**config.mk**
```make
export PLATFORM = sky130hd
export DESIGN_NAME = decode_issue_unit
export DESIGN_NICKNAME = d
export VERILOG_FILES = /design/src/rtl/decode_issue_unit.sv
export SDC_FILE = /design/constraint.sdc
export NUM_CORES = 2
export LEC_CHECK = 0
export BUFFER_PORTS_ARGS = -buffer_cell sky130_fd_sc_hd__buf_2
export CAP_MARGIN = 20
export CORE_MARGIN = 3
export CORE_UTILIZATION = 65
export DETAILED_ROUTE_END_ITERATION = 10
export PLACE_DENSITY = 0.83
export SYNTH_ARGS = -nofsm -noshare
export SYNTH_HDL_FRONTEND = slang
export SYNTH_SLANG_ARGS = --single-unit
```
**constraint.sdc**
```tcl
create_clock -name clk -period 5.5 [get_ports clk]
set_input_delay 0.275 -clock clk [delete_from_list [all_inputs] [get_ports clk]]
set_output_delay 0.275 -clock clk [all_outputs]
set_load 0.02 [all_outputs]
```
**src/rtl/decode_issue_unit.sv**
```systemverilog
// Decode stage with integrated ID/EX register: field decode, register file with optional
// write-back bypass, load-use bubble insertion, branch flush and illegal-opcode tagging.
module decode_issue_unit #(
  parameter int DATA_WIDTH     = 32,
  parameter int ADDR_WIDTH     = 12,
  parameter int REG_ADDR_WIDTH = 5,
  parameter int TOTAL_REGS     = 32,
  parameter bit WB_BYPASS      = 1'b1
) (
  input  logic                      clk,
  input  logic                      reset,
  input  logic                      if_valid,
  input  logic [DATA_WIDTH-1:0]     instruction,
  input  logic [ADDR_WIDTH-1:0]     pc_current,
  input  logic [ADDR_WIDTH-1:0]     pc_plus_4,
  input  logic                      flush,
  input  logic                      WB_reg_write,
  input  logic [REG_ADDR_WIDTH-1:0] WB_write_addr,
  input  logic [DATA_WIDTH-1:0]     WB_write_data,
  output logic                      hazard_stall,
  output logic                      ex_valid,
  output logic                      alu_src,
  output logic                      branch,
  output logic                      mem_read,
  output logic                      mem_write,
  output logic                      mem_to_reg,
  output logic                      reg_write,
  output logic [1:0]                alu_op,
  output logic [DATA_WIDTH-1:0]     read_data_1,
  output logic [DATA_WIDTH-1:0]     read_data_2,
  output logic [DATA_WIDTH-1:0]     immediate,
  output logic [REG_ADDR_WIDTH-1:0] rs1,
  output logic [REG_ADDR_WIDTH-1:0] rs2,
  output logic [REG_ADDR_WIDTH-1:0] rd,
  output logic [6:0]                funct7,
  output logic [2:0]                funct3,
  output logic [ADDR_WIDTH-1:0]     pc_current_out,
  output logic [ADDR_WIDTH-1:0]     pc_plus_4_out,
  output logic                      illegal_instr
);

  typedef struct packed {
    logic       alu_src;
    logic [1:0] alu_op;
    logic       branch;
    logic       mem_read;
    logic       mem_write;
    logic       mem_to_reg;
    logic       reg_write;
  } ctrl_t;

  typedef struct packed {
    logic                      valid;
    ctrl_t                     ctrl;
    logic                      illegal;
    logic [DATA_WIDTH-1:0]     rd1;
    logic [DATA_WIDTH-1:0]     rd2;
    logic [DATA_WIDTH-1:0]     imm;
    logic [REG_ADDR_WIDTH-1:0] rs1;
    logic [REG_ADDR_WIDTH-1:0] rs2;
    logic [REG_ADDR_WIDTH-1:0] rd;
    logic [6:0]                funct7;
    logic [2:0]                funct3;
    logic [ADDR_WIDTH-1:0]     pc;
    logic [ADDR_WIDTH-1:0]     pc4;
  } idex_t;

  localparam logic [6:0] OP_R = 7'b0110011, OP_I = 7'b0010011, OP_LD = 7'b0000011,
                         OP_ST = 7'b0100011, OP_BR = 7'b1100011;

  logic [DATA_WIDTH-1:0]     rf_q [TOTAL_REGS];
  idex_t                     idex_q, idex_d;
  ctrl_t                     ctrl;
  logic [DATA_WIDTH-1:0]     imm;
  logic                      uses_rs1, uses_rs2, illegal;
  logic [REG_ADDR_WIDTH-1:0] rs1_dec, rs2_dec, rd_dec;
  logic [1:0][REG_ADDR_WIDTH-1:0] raddr;
  logic [1:0][DATA_WIDTH-1:0]     rdata;

  assign rs1_dec = REG_ADDR_WIDTH'(instruction[19:15]);
  assign rs2_dec = REG_ADDR_WIDTH'(instruction[24:20]);
  assign rd_dec  = REG_ADDR_WIDTH'(instruction[11:7]);
  assign raddr   = {rs2_dec, rs1_dec};

  always_comb begin
    ctrl     = '0;
    imm      = '0;
    uses_rs1 = 1'b1;
    uses_rs2 = 1'b0;
    illegal  = 1'b0;
    unique case (instruction[6:0])
      OP_R:  begin ctrl = 8'b0100_0001; uses_rs2 = 1'b1; end
      OP_I:  begin ctrl = 8'b1100_0001; imm = {{(DATA_WIDTH-12){instruction[31]}}, instruction[31:20]}; end
      OP_LD: begin ctrl = 8'b1000_1011; imm = {{(DATA_WIDTH-12){instruction[31]}}, instruction[31:20]}; end
      OP_ST: begin
        ctrl = 8'b1000_0100; uses_rs2 = 1'b1;
        imm  = {{(DATA_WIDTH-12){instruction[31]}}, instruction[31:25], instruction[11:7]};
      end
      OP_BR: begin
        ctrl = 8'b0011_0000; uses_rs2 = 1'b1;
        imm  = {{(DATA_WIDTH-13){instruction[31]}}, instruction[31], instruction[7],
                instruction[30:25], instruction[11:8], 1'b0};
      end
      default: begin uses_rs1 = 1'b0; illegal = 1'b1; end
    endcase
  end

  // Reads of x0 or addresses beyond the file depth return zero.
  always_comb begin
    rdata = '0;
    for (int p = 0; p < 2; p++) begin
      if (raddr[p] != '0 && int'(raddr[p]) < TOTAL_REGS) begin
        if (WB_BYPASS && WB_reg_write && raddr[p] == WB_write_addr) rdata[p] = WB_write_data;
        else                                                      rdata[p] = rf_q[raddr[p]];
      end
    end
  end

  always_ff @(posedge clk or negedge reset) begin
    if (!reset) begin
      for (int i = 0; i < TOTAL_REGS; i++) rf_q[i] <= '0;
    end else if (WB_reg_write && WB_write_addr != '0 && int'(WB_write_addr) < TOTAL_REGS) begin
      rf_q[WB_write_addr] <= WB_write_data;
    end
  end

  // EX-slot state is all zero in reset, so the stall is naturally low there.
  assign hazard_stall = if_valid & ~flush & idex_q.valid & idex_q.ctrl.mem_read &
                        (idex_q.rd != '0) &
                        (((idex_q.rd == rs1_dec) & uses_rs1) | ((idex_q.rd == rs2_dec) & uses_rs2));

  always_comb begin
    idex_d = '0;
    if (!flush && !hazard_stall && if_valid) begin
      idex_d.valid   = 1'b1;
      idex_d.ctrl    = ctrl;
      idex_d.illegal = illegal;
      idex_d.rd1     = rdata[0];
      idex_d.rd2     = rdata[1];
      idex_d.imm     = imm;
      idex_d.rs1     = rs1_dec;
      idex_d.rs2     = rs2_dec;
      idex_d.rd      = rd_dec;
      idex_d.funct7  = instruction[31:25];
      idex_d.funct3  = instruction[14:12];
      idex_d.pc      = pc_current;
      idex_d.pc4     = pc_plus_4;
    end
  end

  always_ff @(posedge clk or negedge reset) begin
    if (!reset) idex_q <= '0;
    else        idex_q <= idex_d;
  end

  assign ex_valid       = idex_q.valid;
  assign alu_src        = idex_q.ctrl.alu_src;
  assign alu_op         = idex_q.ctrl.alu_op;
  assign branch         = idex_q.ctrl.branch;
  assign mem_read       = idex_q.ctrl.mem_read;
  assign mem_write      = idex_q.ctrl.mem_write;
  assign mem_to_reg     = idex_q.ctrl.mem_to_reg;
  assign reg_write      = idex_q.ctrl.reg_write;
  assign illegal_instr  = idex_q.illegal;
  assign read_data_1    = idex_q.rd1;
  assign read_data_2    = idex_q.rd2;
  assign immediate      = idex_q.imm;
  assign rs1            = idex_q.rs1;
  assign rs2            = idex_q.rs2;
  assign rd             = idex_q.rd;
  assign funct7         = idex_q.funct7;
  assign funct3         = idex_q.funct3;
  assign pc_current_out = idex_q.pc;
  assign pc_plus_4_out  = idex_q.pc4;

endmodule

```
Word level (Yosys, flattened, before mapping) --
Cells that the tools add are included.
Word-level totals: bits in registers 1179, output and inout port bits 156, bits in latches 0, bits in writable memories 0, logic and storage cells 110, memories kept 0, input port bits 98, ROM bits 0
Cells by class: order comparisons 4, reductions and logical operators 15, multipliers 0, divide/modulo/power cells 0, add/subtract/negate cells 0, shift-type cells 0, bitwise operators 12, muxes and demuxes 19, equality and inequality tests 9
Operators by type and width (count):
- $bwmux W1024 | 1
- $bmux W32 S5 | 2
- $mux W32 | 9
- $demux W32 S5 | 1
- $mux W155 | 1
- $pmux W32 S3 | 1
- $pmux W8 S5 | 1
- $eq A5 B5 Y1 | 4
- $reduce_bool A5 Y1 | 4
- $ge A6 B6 Y1 const B | 3
- $not A5 Y6 | 3
- $eq A7 B6 Y1 const B | 2
- $and A1 B1 Y1 | 7
- $eq A7 B2 Y1 const B | 1
- $eq A7 B5 Y1 const B | 1
- $eq A7 B7 Y1 const B | 1
- $logic_and A1 B1 Y1 | 6
- $lt A6 B1 Y1 const B | 1
- $reduce_or A5 Y1 | 1
- $mux W1 | 3
- $reduce_or A3 Y1 | 1
- $logic_not A1 Y1 | 2
- $reduce_or A2 Y1 | 1
- $not A1 Y1 | 1
- $or A1 B1 Y1 | 1

Longest topological paths before layout --
depth in word-level cells 10, gate-level depth with buffers 9, mapped depth without buffers 6

Worst setup path after synthesis --
Ideal clock, no wire load.
path type input port to flip-flop, from input instruction[15], to register idex_q, in the netlist read_data_1[0], library setup time 0.149 ns, data required time 5.351 ns, cell stages on the path 8, arrival 1.867 ns, setup slack 3.484 ns, path buffers 3, cell sequence buf_2 > buf_2 > buf_4 > mux4_2 > mux2i_1 > o22ai_1 > nor4_1 > nor4_1
RTL lines:
- start: declaration | line 13 | input logic [DATA_WIDTH-1:0] instruction,
- end signal: assignment | line 153 | else idex_q <= idex_d;
- end: declaration | line 72 | idex_t idex_q, idex_d;

==> flow_summary.yaml <==
clocking:
  post_cts.repair.setup_buffers: 0
  htreeDepth: 3
  root_buffer: "clkbuf_16"
  numCtsBuffers: 118
  holdBufCountCts: 45
  cts_tree: "yes"
  cts_sinks: 1158
  cts_resized: 0
  clkLatencyLatePin_ps: 730
  cts_max_path_buffers: 3
  clk_pin_slew_ps: 60
floorplan:
  start_util_pct: 65.9
  dieHeight_um: 309
  ios: 254
  placementRows: 110
  dieArea_um2: 95300
  dieWidth_um: 309
  coreArea_um2: 90400
critical_path:
  cp-end-kind: "flip-flop"
  setup.worst_path.class: "flip-flop to flip-flop"
  worstPathMaxFanout: 58
  cp_data_required_time_ps: 6050
  start_kind: "flip-flop"
  r2r_end: "read_data_2[21]"
  r2r-start: "rd[4]"
  r2r_slack_ps: 2540
  worst_ep_arrival_time_ps: 3510
  r2r_cells: 6
sta:
  rsz0062_at_grt: "no"
  fin_crit_sh_pct: 53.8
  fmax_mhz: 338
  worst_pin_slew_ps: 1250
  hold_viol: 0
  setup_tns_ps: 0
  finalCriticalPeriod_ps: 2960
  slew_violations: 0
  finalSetupViolCount: 0
  max_slew_margin_pct: 16.8
  skew_ps: 28.2
logic_synthesis:
  syn_avg_cell_area_um2: 15.3
  synth_fa_ha_area_share_pct: 0
  synth_common_cells: "1158 x dfrtp_1, 952 x mux2_2, 483 x mux4_2"
  synth_xor_area_share_pct: 0.294
  async_reset_ff_share_pct: 100
  netlist_instances: 3891
  synth_area_leaders: "dfrtp_1 49%, mux4_2 18%, mux2_2 18%"
  synth_ff_type: "dfrtp_1"
  synth_edf_count: 0
  synth.distinct_cells: 52
  synth_largest_area_cell: "dfrtp_1"
  synth_nets: 3989
  synthMuxAreaShare_pct: 41.1
  yosys.area.top_type_share_pct: 48.7
  synth-seq-cells: 1158
  synth.most_common_cell: "dfrtp_1"
  syn_area_um2: 59600
  synth_simple_gate_area_share_pct: 3.18
  ys_warn_count: 0
  synth_top_family_by_area: "multiplexers"
  seq_area_frac_synth_pct: 48.7
  synth_compound_area_share_pct: 3.01
detailed_routing:
  routed_wl_um: 172000
  drt_iter0_drc: 4611
  viasPerCell: 7.39
  drc: 0
  drt-pass1-iter-count: 6
  ant_nets: 0
  drt-wirelength-per-cell_um: 33.0
  vias: 38500
worst_hold_path:
  hold_class: "input port to flip-flop"
  min_to: "read_data_2[5]"
  hold_path_depth: 3
  worstHoldStart: "WB_write_data[5]"
pwr:
  leakage_uw: 0.0294
  power.density_nw_per_um2: 368
  vdd_drop_max_mv: 0.326
place:
  placed_area_um2: 61200
  numPortBuffers: 253
  hpwlAfterDp_um: 100000
  gp_congestion: 0.853
job:
  cap_violations: 0
cells_and_area:
  stdcell_area_um2: 65800
  syn_to_final_growth_pct: 10.5
  nNetsFinal: 4022
  drive_gt1_share_pct: 51.1
global_route:
  antenna_found_initial: 13
  track_usage_pct: 36.6
  grt.overflow.total: 0
  grt_pass1_vias: 39400
  grt_pass1_wl_um: 257000
  grt_start_max_net_pins: 154
outcome:
  status: "finished clean"
stage by stage:
step	utilization, %	total power [µW]	setup WS [ps]	hold WS [ps]	instances
finish	72.8	24200	2540	89.1	5212
global placement	67.6	15400	2330	344	4933
CTS	72.8	24200	2630	46.9	5203
floorplan	-	14300	3480	-20.6	3891
global route	72.8	25100	2520	79.8	5211
detailed placement	67.6	15700	2170	345	4935
critical path, stage by stage (launching register included):
cell and delay, ps:
dfrtp_1 460, xor2_1 200, nor4_1 310, a32oi_1 210, o21ai_4 540, buf_4 840
nor4_1 180
layout make-up:
type / count / area [µm²]
Fill cell: 5389 / 24600
Timing Repair Buffer: 381 / 2630
Antenna cell: 9 / 22.5
Clock inverter: 57 / 742
Multi-Input combinational cell: 2263 / 28500
Sequential cell: 1158 / 29000
Clock buffer: 166 / 3430
Tap cell: 1176 / 1470
Inverter: 2 / 7.51
registers in the layout (all words and copies together), names as in the netlist, 2 cells and up:
name and flops:
pc_current_out 12, funct3 3, alu_op 2, rd 5, rs2 5, pc_plus_4_out 12
immediate 13, rf_q 1024, read_data_1 32, rs1 5, read_data_2 32, funct7 7
worst max-delay path by stage:
stage | from | depth (start not counted) | slack, ps | endpoint
2_1_floorplan | instruction[15] | 8 | 3480 | read_data_1[0]
3_3_place_gp | instruction[22] | 7 | 2330 | read_data_2[31]
3_5_place_dp | instruction[22] | 7 | 2170 | read_data_2[21]
4_1_cts | rd[4] | 6 | 2630 | read_data_2[10]
5_1_grt | rd[4] | 6 | 2520 | read_data_2[12]
6_report | rd[4] | 6 | 2540 | read_data_2[21]
routing by layer:
metal / up-vias / routed length, µm / GRT usage [%]
met3: 553 / 17800 / 8.88
li1: 15000 / - / -
met1: 20500 / 63900 / 49.3
met2: 2400 / 80600 / 56.7
met4: 2 / 9730 / 18.2
met5: - / 13 / 0
placed cells by master (no fill, tap or decap), drive strengths merged, types with 6 or more instances in the layout:
master / n
dfrtp: 1158
mux2: 992
mux4: 513
buf: 336
clkbuf: 166
mux2i: 162
nor2: 151
nor4: 101
a22o: 62
and2: 52
dlygate4sd3: 45
a22oi: 35
a2111oi: 33
o21ai: 32
o22ai: 31
clkinv: 27
nand2: 19
xor2: 17
bufinv: 13
inv: 11
diode: 9
clkinvlp: 8
o211a: 7
nor3b: 7
nor2b: 6
nand3: 6
where the power goes:
part	switching (µW)	total [µW]	leakage, µW	internal [µW]
Combinational	1850	4580	0.0124	2730
Clock	3540	8530	0.00204	4990
Sequential	1120	11100	0.0150	10000
kinds of logic (layout without fill, tap and decap cells):
| logic type | Yosys count | after routing |
|---|---|---|
| DFF | 1158 | 1158 |
| other | 0 | 9 |
| AOI/OAI and AO/OA | 210 | 210 |
| xor gates and xnor gates | 20 | 20 |
| and+or+nand+nor | 366 | 366 |
| buffers and inverters | 470 | 606 |
| muxes | 1667 | 1667 |
Note: power is estimated with default switching activity, not from simulation.
